File: src/rtl/memory_map_pkg.sv
// Shared types and address map for the nibble-wide data memory system.
// Holds the region enum, the I/O read-strobe FSM states, the window
// base/limit constants and the address-decode helpers used by memory_map.
package memory_map_pkg;

  localparam int RAM_WORDS  = 640;
  localparam int VRAM_WORDS = 160;
  localparam int VRAM_HALF  = 80;
  localparam int RAM_AW     = $clog2(RAM_WORDS);
  localparam int VRAM_AW    = $clog2(VRAM_WORDS);

  typedef logic [RAM_AW-1:0]  ram_idx_t;
  typedef logic [VRAM_AW-1:0] vram_idx_t;

  localparam logic [11:0] RAM_BASE      = 12'h000;
  localparam logic [11:0] RAM_LIMIT     = 12'(RAM_WORDS - 1);
  localparam logic [11:0] VRAM_LO_BASE  = 12'hE00;
  localparam logic [11:0] VRAM_LO_LIMIT = 12'hE4F;
  localparam logic [11:0] VRAM_HI_BASE  = 12'hE80;
  localparam logic [11:0] VRAM_HI_LIMIT = 12'hECF;
  localparam logic [11:0] IO_BASE       = 12'hF00;
  localparam logic [11:0] IO_LIMIT      = 12'hF7F;

  typedef enum logic [1:0] {
    REGION_RAM,
    REGION_VRAM,
    REGION_IO,
    REGION_NONE
  } mem_region_t;

  typedef enum logic {
    IO_IDLE,
    IO_HELD
  } io_state_t;

  // Main RAM starts at address zero, so only its upper limit needs testing.
  function automatic mem_region_t decode_region(input logic [11:0] addr);
    mem_region_t r;
    r = REGION_NONE;
    if (addr <= RAM_LIMIT)
      r = REGION_RAM;
    else if ((addr >= VRAM_LO_BASE && addr <= VRAM_LO_LIMIT) ||
             (addr >= VRAM_HI_BASE && addr <= VRAM_HI_LIMIT))
      r = REGION_VRAM;
    else if (addr >= IO_BASE && addr <= IO_LIMIT)
      r = REGION_IO;
    return r;
  endfunction

  // The two 80-nibble display windows are packed back to back into one
  // 160-entry display RAM; the upper window starts at index 80.
  function automatic vram_idx_t vram_index(input logic [11:0] addr);
    vram_idx_t idx;
    if (addr <= VRAM_LO_LIMIT)
      idx = vram_idx_t'(addr - VRAM_LO_BASE);
    else
      idx = vram_idx_t'(addr - VRAM_HI_BASE + 12'(VRAM_HALF));
    return idx;
  endfunction

endpackage

File: src/rtl/memory_map_nibble_ram.sv
// nibble_ram: DEPTH x 4-bit storage with one read/write port (a) and one
// independent read-only port (b). Both reads are registered and read-first.
// Ports:
//   clk, reset          clock and synchronous active-high reset (clears the
//                       read registers only, never the storage)
//   write_en, addr,
//   write_data          port a write
//   read_data           port a registered read data
//   addr_b, read_data_b port b index and registered read data
// Out-of-range indices read as 0 and never write.
module nibble_ram #(
  parameter int DEPTH = 16,
  parameter int AW    = $clog2(DEPTH)
) (
  input  logic          clk,
  input  logic          reset,
  input  logic          write_en,
  input  logic [AW-1:0] addr,
  input  logic [3:0]    write_data,
  output logic [3:0]    read_data,
  input  logic [AW-1:0] addr_b,
  output logic [3:0]    read_data_b
);

  logic [3:0] mem [DEPTH];
  logic       addr_ok;
  logic       addr_b_ok;

  assign addr_ok   = 32'(addr) < DEPTH;
  assign addr_b_ok = 32'(addr_b) < DEPTH;

  // Storage has no reset so it maps onto plain RAM.
  always_ff @(posedge clk) begin
    if (write_en && addr_ok)
      mem[addr] <= write_data;
  end

  // Both read ports sample the old contents, giving read-first behaviour.
  always_ff @(posedge clk) begin
    if (reset) begin
      read_data   <= '0;
      read_data_b <= '0;
    end else begin
      read_data   <= addr_ok   ? mem[addr]   : 4'h0;
      read_data_b <= addr_b_ok ? mem[addr_b] : 4'h0;
    end
  end

endmodule

File: src/rtl/memory_map.sv
// memory_map: decodes the 12-bit nibble address from regs into main RAM,
// display RAM and I/O, returns registered read data, gives the LCD a second
// read port into display RAM and forwards I/O accesses as 1-cycle strobes.
// Ports:
//   clk, reset                     clock, synchronous active-high reset
//   memory_write_en/addr/
//   memory_write_data              CPU access from regs
//   memory_read_data               registered CPU read data
//   lcd_addr, lcd_data             display RAM read port (index 0..159)
//   io_addr, io_write_en,
//   io_read_en, io_write_data,
//   io_read_data                   peripheral bus
//   mem_busy                       high while the reset clear walk runs
// Optional feature: define MEMORY_MAP_RAM_CLEAR_EN to zero both RAMs after
// every reset; without it mem_busy is tied low and RAM powers up undefined.
module memory_map
  import memory_map_pkg::*;
(
  input  logic        clk,
  input  logic        reset,
  input  logic        memory_write_en,
  input  logic [11:0] memory_addr,
  input  logic [3:0]  memory_write_data,
  output logic [3:0]  memory_read_data,
  input  logic [7:0]  lcd_addr,
  output logic [3:0]  lcd_data,
  output logic [6:0]  io_addr,
  output logic        io_write_en,
  output logic        io_read_en,
  output logic [3:0]  io_write_data,
  input  logic [3:0]  io_read_data,
  output logic        mem_busy
);

  mem_region_t region;
  mem_region_t region_q;
  io_state_t   io_state;
  logic [11:0] held_addr;
  logic [3:0]  io_capture;
  logic        busy;
  logic        cpu_ok;
  logic        ram_we;
  logic        vram_we;
  ram_idx_t    ram_addr;
  vram_idx_t   vram_addr;
  logic [3:0]  ram_wd;
  logic [3:0]  vram_wd;
  logic [3:0]  ram_rd;
  logic [3:0]  vram_rd;
  logic [3:0]  unused_ram_b;

  assign region = decode_region(memory_addr);
  assign cpu_ok = !reset && !busy;

`ifdef MEMORY_MAP_RAM_CLEAR_EN
  localparam int CLEAR_CYCLES = 640;

  ram_idx_t clear_count;
  logic     clear_busy;

  // Clear walk: reset (re)starts the counter; it then steps once per cycle
  // and drops busy after the last address has been zeroed.
  always_ff @(posedge clk) begin
    if (reset) begin
      clear_busy  <= 1'b1;
      clear_count <= '0;
    end else if (clear_busy) begin
      if (clear_count == ram_idx_t'(CLEAR_CYCLES - 1))
        clear_busy <= 1'b0;
      else
        clear_count <= clear_count + 1'b1;
    end
  end

  assign busy = clear_busy;
`else
  assign busy = 1'b0;
`endif

  // Port a of each RAM normally follows the CPU; the clear walk takes it over.
  always_comb begin
    ram_we    = cpu_ok && memory_write_en && (region == REGION_RAM);
    ram_addr  = ram_idx_t'(memory_addr - RAM_BASE);
    ram_wd    = memory_write_data;
    vram_we   = cpu_ok && memory_write_en && (region == REGION_VRAM);
    vram_addr = vram_index(memory_addr);
    vram_wd   = memory_write_data;
`ifdef MEMORY_MAP_RAM_CLEAR_EN
    if (clear_busy) begin
      ram_we    = 1'b1;
      ram_addr  = clear_count;
      ram_wd    = 4'h0;
      vram_we   = 32'(clear_count) < VRAM_WORDS;
      vram_addr = vram_idx_t'(clear_count);
      vram_wd   = 4'h0;
    end
`endif
  end

  nibble_ram #(.DEPTH(RAM_WORDS), .AW(RAM_AW)) u_ram (
    .clk         (clk),
    .reset       (reset),
    .write_en    (ram_we),
    .addr        (ram_addr),
    .write_data  (ram_wd),
    .read_data   (ram_rd),
    .addr_b      ('0),
    .read_data_b (unused_ram_b)
  );

  nibble_ram #(.DEPTH(VRAM_WORDS), .AW(VRAM_AW)) u_vram (
    .clk         (clk),
    .reset       (reset),
    .write_en    (vram_we),
    .addr        (vram_addr),
    .write_data  (vram_wd),
    .read_data   (vram_rd),
    .addr_b      (lcd_addr),
    .read_data_b (lcd_data)
  );

  // A read strobe fires only from IO_IDLE, so a held address pulses once and
  // a new address passes through IO_IDLE before pulsing again.
  assign io_read_en    = cpu_ok && !memory_write_en && (region == REGION_IO) &&
                         (io_state == IO_IDLE);
  assign io_write_en   = cpu_ok && memory_write_en && (region == REGION_IO);
  assign io_addr       = memory_addr[6:0];
  assign io_write_data = memory_write_data;
  assign mem_busy      = busy;

  // I/O read FSM plus the registered region that steers the read mux; the
  // peripheral value is captured only on the strobe and held while IO_HELD.
  always_ff @(posedge clk) begin
    if (reset) begin
      io_state   <= IO_IDLE;
      held_addr  <= '0;
      io_capture <= '0;
      region_q   <= REGION_NONE;
    end else begin
      region_q <= cpu_ok ? region : REGION_NONE;
      unique case (io_state)
        IO_IDLE: begin
          if (io_read_en) begin
            io_state   <= IO_HELD;
            held_addr  <= memory_addr;
            io_capture <= io_read_data;
          end
        end
        IO_HELD: begin
          if (memory_addr != held_addr)
            io_state <= IO_IDLE;
        end
        default: io_state <= IO_IDLE;
      endcase
    end
  end

  // Unmapped accesses and clear-walk cycles read back as zero.
  always_comb begin
    memory_read_data = 4'h0;
    unique case (region_q)
      REGION_RAM:  memory_read_data = ram_rd;
      REGION_VRAM: memory_read_data = vram_rd;
      REGION_IO:   memory_read_data = io_capture;
      default:     memory_read_data = 4'h0;
    endcase
  end

endmodule
File: config.mk
export PLATFORM = sky130hd
export DESIGN_NAME = memory_map
export DESIGN_NICKNAME = d
export VERILOG_FILES = /design/src/rtl/memory_map_pkg.sv /design/src/rtl/memory_map_nibble_ram.sv /design/src/rtl/memory_map.sv
export SDC_FILE = /design/constraint.sdc
export NUM_CORES = 2
export LEC_CHECK = 0
export BUFFER_PORTS_ARGS = -buffer_cell sky130_fd_sc_hd__buf_2
export CELL_PAD_IN_SITES_DETAIL_PLACEMENT = 1
export CELL_PAD_IN_SITES_GLOBAL_PLACEMENT = 1
export CORE_UTILIZATION = 56
export CTS_CLUSTER_DIAMETER = 40
export DETAILED_ROUTE_END_ITERATION = 8
export PLACE_DENSITY_LB_ADDON = 0.1
export SYNTH_ARGS = -nofsm -noshare
export SYNTH_HDL_FRONTEND = slang
export SYNTH_HIERARCHICAL = 1
export SYNTH_SLANG_ARGS = --single-unit
File: constraint.sdc
create_clock -name clk -period 5.12 [get_ports clk]
set_clock_uncertainty 0.15 [all_clocks]
set_input_delay 1.28 -clock clk [delete_from_list [all_inputs] [get_ports clk]]
set_output_delay 1.28 -clock clk [all_outputs]
set_load 0.1 [all_outputs]
======== Word level (Yosys, flattened, before mapping) ========
Memory sizes are Yosys's and may differ from the RTL's. A register that Yosys moved wholly into a read port is not among the register bits.
Cells that the tools add are included.
cells by class
  add/subtract/negate cells ............... 3
  $lt $le $gt $ge ......................... 10
  equality and inequality tests ........... 5
  multiplexer cells ....................... 12
  bitwise gates (word level) .............. 4
  reduce and logical (&&, ||, !) cells .... 21
operator list
  cell                    number
  $ge A12 B12 Y1 const B  3
  $le A12 B12 Y1 const B  3
  $lt A8 B8 Y1 const B    2
  $le A12 B10 Y1 const B  1
  $logic_and A1 B1 Y1     12
  $ne A12 B12 Y1          1
  $pmux W4 S3             1
  $lt A10 B10 Y1 const B  1
  $add A8 B7 Y8 const B   1
  $mux W8                 1
  $sub A8 B1 Y8 const B   1
  $sub A8 B8 Y8 const B   1
  $mux W1                 7
  $reduce_or A2 Y1        3
  $eq A2 B1 Y1 const B    2
  $eq A2 B2 Y1 const B    2
  $logic_not A2 Y1        2
  $mux W2                 2
  $not A1 Y1              4
  $logic_not A1 Y1        2
  $pmux W1 S2             1
  $reduce_and A2 Y1       1
  $logic_or A1 B1 Y1      1
word-level totals
  bits in registers ....................... 19
  bits in writable memories ............... 3200
  input port bits ......................... 31
  memories kept ........................... 2
memory list
  memory      depth  width  read ports  clocked after memory_dff  wr ports  line                         text
  u_ram.mem   640    4      1           1                         1         memory_map_nibble_ram.sv:25  logic [3:0] mem [DEPTH];
  u_vram.mem  160    4      2           2                         1         memory_map_nibble_ram.sv:25

======== Logic depth before layout (Yosys ltp) ========
  word-level depth ........................ 10
  mapped depth ............................ 15

======== By module ========
Netlist, hierarchy kept.
modules (own cells, without submodules)
  module               instances  cells an instance  area an instance (µm²)  seq. area each (µm²)
  nibble_ram (u_ram)   1          6742               120718.3                77033.9
  nibble_ram (u_vram)  1          1723               30973.5                 19378.6
  memory_map           1          132                1166.1                  380.4

======== Worst setup path after synthesis ========
No wires, ideal clock.
  path type ............................... input to output
  start ................................... input port memory_addr[11]
  end ..................................... output port io_write_en
  arrival ................................. 2.831 ns
  setup slack ............................. 0.859 ns
  stages .................................. 3
  path buffers ............................ 0
  cells stage by stage .................... and3_4 -> nand3b_1 -> nor2_1
on the way
  longest elaborated chain between the ends .. 7
  elaborated cells on any way between the ends .. 16
  classes of those cells .................. order compare (7); eq/ne (1); mux (3); reduce/logical (5)
RTL lines
  element                                               line                                                              text
  start: declaration                                    memory_map.sv:22                                                  input logic [11:0] memory_addr,
  $ge A12 B12 Y1, or another cell as far along          memory_map_pkg.sv:45                                              else if (addr >= IO_BASE && addr <= IO_LIMIT)
  $logic_and A1 B1 Y1 (on tied branches)                memory_map_pkg.sv:45, memory_map_pkg.sv:42, memory_map_pkg.sv:43
  $mux W1 / $logic_or A1 B1 Y1 (equally long branches)  memory_map_pkg.sv:45, memory_map_pkg.sv:42
  $mux W2                                               memory_map_pkg.sv:42                                              else if ((addr >= VRAM_LO_BASE && addr <= VRAM_LO_LIMIT) ||
  $mux W2 *                                             memory_map_pkg.sv:40                                              if (addr <= RAM_LIMIT)
  $eq A2 B2 Y1 *                                        memory_map.sv:126                                                 assign io_write_en = cpu_ok && memory_write_en && (region == REGION_IO);
  $logic_and A1 B1 Y1 *                                 memory_map.sv:126
  end: declaration                                      memory_map.sv:28                                                  output logic io_write_en,
Mark *: on every way between the ends. The rest lies on a longest branch, timed or not.

======== Worst setup path after layout ========
  start ................................... input port memory_addr[0]
  end ..................................... register u_ram.read_data[0], read port of u_ram.mem
on the way
  longest elaborated chain between the ends .. 3
RTL lines
  element                     line                         text
  $lt A10 B10 Y1              memory_map_nibble_ram.sv:29  assign addr_ok = 32'(addr) < DEPTH;
  $not A1 Y1 (no line)        -
  $reduce_or A2 Y1 (no line)  -
  end: declaration            memory_map_nibble_ram.sv:20  output logic [3:0] read_data,
Several ways; a longest one is shown, not always the timed one.
A chain may end at the register's enable or synchronous reset.

==> results.ini <==
[status]
status = finished clean

[timing]
hold_slack_ns = 0.312
post-route-period-util_pct = 95.5
setup-violations-final = 0
slew_violations = 0
slew_headroom_pct = 9.00
rsz0062_at_grt = no
post-route-min-period_ns = 4.89
hold_viol = 0
fmax_ghz = 0.205
fin_setup_tns_ns = 0
tightest_slew_ns = 1.35

[place]
dp.final_hpwl_um = 275000
io_buffers = 51
gp_congestion = 0.950
place_area_sq_um = 139000

[grt]
first_global_vias = 78400
gr-usage-all-layers_pct = 36.8
grt_antenna_before_repair = 28
grt_pass1_wl_um = 609000
grt_max_degree = 211
grt_remaining_overflow = 0

[route]
vias = 76800
drc = 0
drtPass1Iterations = 6
ant_nets = 0
route.detailed.wl_per_inst_um = 39.9
drt_first_iter_violations = 10200
viasPerCell = 7.04
wirelength_um = 436000

[clocking]
cts_tree = built
clock-sinks = 3231
path_clk_slew_ns = 0.06
cts-root-buf = clkbuf_16
numCtsBuffers = 450
cts_buffer_depth = 4
clock_latency_ns = 1.02
htreeDepth = 5
ctsHoldBuffers = 0
cts_setup_buffers = 0
ctsResizeCount = 0

[die]
initial_core_util_pct = 56.3
io_pins = 53
core_sq_um = 235000
row_count = 178
fp.dieH_um = 488
dieArea_sq_um = 238000
fp.dieW_um = 488

[cells_and_area]
final_common_cell = edfxtp_1
fillCellCount = 19200
design_area_sq_um = 154000
final_nets = 7412
syn_to_final_growth_pct = 16.3
layout_common_cells = edfxtp_1, nor2_1, mux4_2, clkbuf_16, mux2i_1
layout-drive-gt1-share_pct = 27.7

[power]
ir_worst_vdd_v = 0.000398
p_leak_uw = 0.0492
power.density_nw_per_um2 = 417

[logic_synthesis]
syn_area_sq_um = 132000
syn_nets = 6972
syn_area_per_cell_sq_um = 19.1
yosys_warnings = 6
synthCells = 6938

[worst_setup_path]
crit_path_max_fanout = 18
critical_path_class = input pin to register
cp_cell_sequence = buf_8 -> buf_12 -> buf_12 -> buf_4 -> or4_1 -> buf_4 -> o22ai_1 -> nor4_1 -> nand4_1 -> nand4_1 -> o2111a_1 -> a31oi_1
cp.required_ns = 5.81
endpoint_kind = register
cp.arrival_ns = 5.58
critPathLaunchType = input pin
path_buf_inv = 5
critical-path-max-stage-delay_ns = 0.59
slowest_stage = nand4_1
crit_family = simple AND/OR/NAND/NOR gates

[job]
drv_cap = 0

[min_path]
min_path_type = register to register

through the flow:
step	power [uW]	util, %	setup WS, ns	std cells
after detailed placement	32800	58.9	-0.381	10100
after global routing	65400	65.5	0.484	10900
final	64300	65.5	0.232	10900
after floorplan	31300	-	0.859	6938
after CTS	64400	65.5	0.680	10900
after global placement	32800	58.9	-0.330	10100
power breakdown:
| group | internal (uW) | leakage [uW] | switching, uW |
|---|---|---|---|
| Sequential | 29100 | 0.0290 | 20.5 |
| Clock | 19700 | 0.00740 | 12200 |
| Combinational | 1100 | 0.0128 | 2160 |
| Total | 49900 | 0.0492 | 14400 |
worst paths after layout:
path	startpoint	end	slack (ns)	depth (start not counted)
min reg2reg	held_addr[11]	held_addr[11]	0.31	2
max	memory_addr[0]	u_ram/read_data[0]	0.23	12
min	held_addr[11]	held_addr[11]	0.31	2
max reg2reg	u_ram/mem[132][3]	u_ram/read_data[3]	1.31	7
area by class of cell:
cell class,count,area (sq um),share of cell area (%)
sequential,3231,96700,62.8
multi-input combinational,3177,33100,21.5
clock buffer,500,11600,7.54
timing repair buffer,505,4770,3.10
tap,3150,3940,2.56
clock inverter,316,3780,2.46
inverter,13,48.8,0.0317
antenna,19,47.5,0.0309
state kept, by name, indices dropped and copies added, names as in the netlist:
signal	count
held_addr	12
u_ram/read_data	4
u_vram/read_data_b	4
u_vram/read_data	4
io_state	1
region_q	2
u_ram/mem	2560
u_vram/mem	640
io_capture	4
per-layer routing:
metal	global-route usage [%]	part of all wire [%]	up-vias
li1	-	-	29500
met1	48.7	36	40800
met2	56.9	47	5296
met3	9.71	11	1197
met4	18.4	5.6	26
met5	0	0.039	-
worst reg2reg max path, cell delays in order (launching register included):
cell and delay, ns:
edfxtp_1 0.41, mux4_2 0.52, a22o_1 0.21, a221oi_1 0.32, a31oi_1 0.43, nor4_1 1.15
nand2_1 0.14, o31a_1 0.34
(Power assumes the default switching activity.)
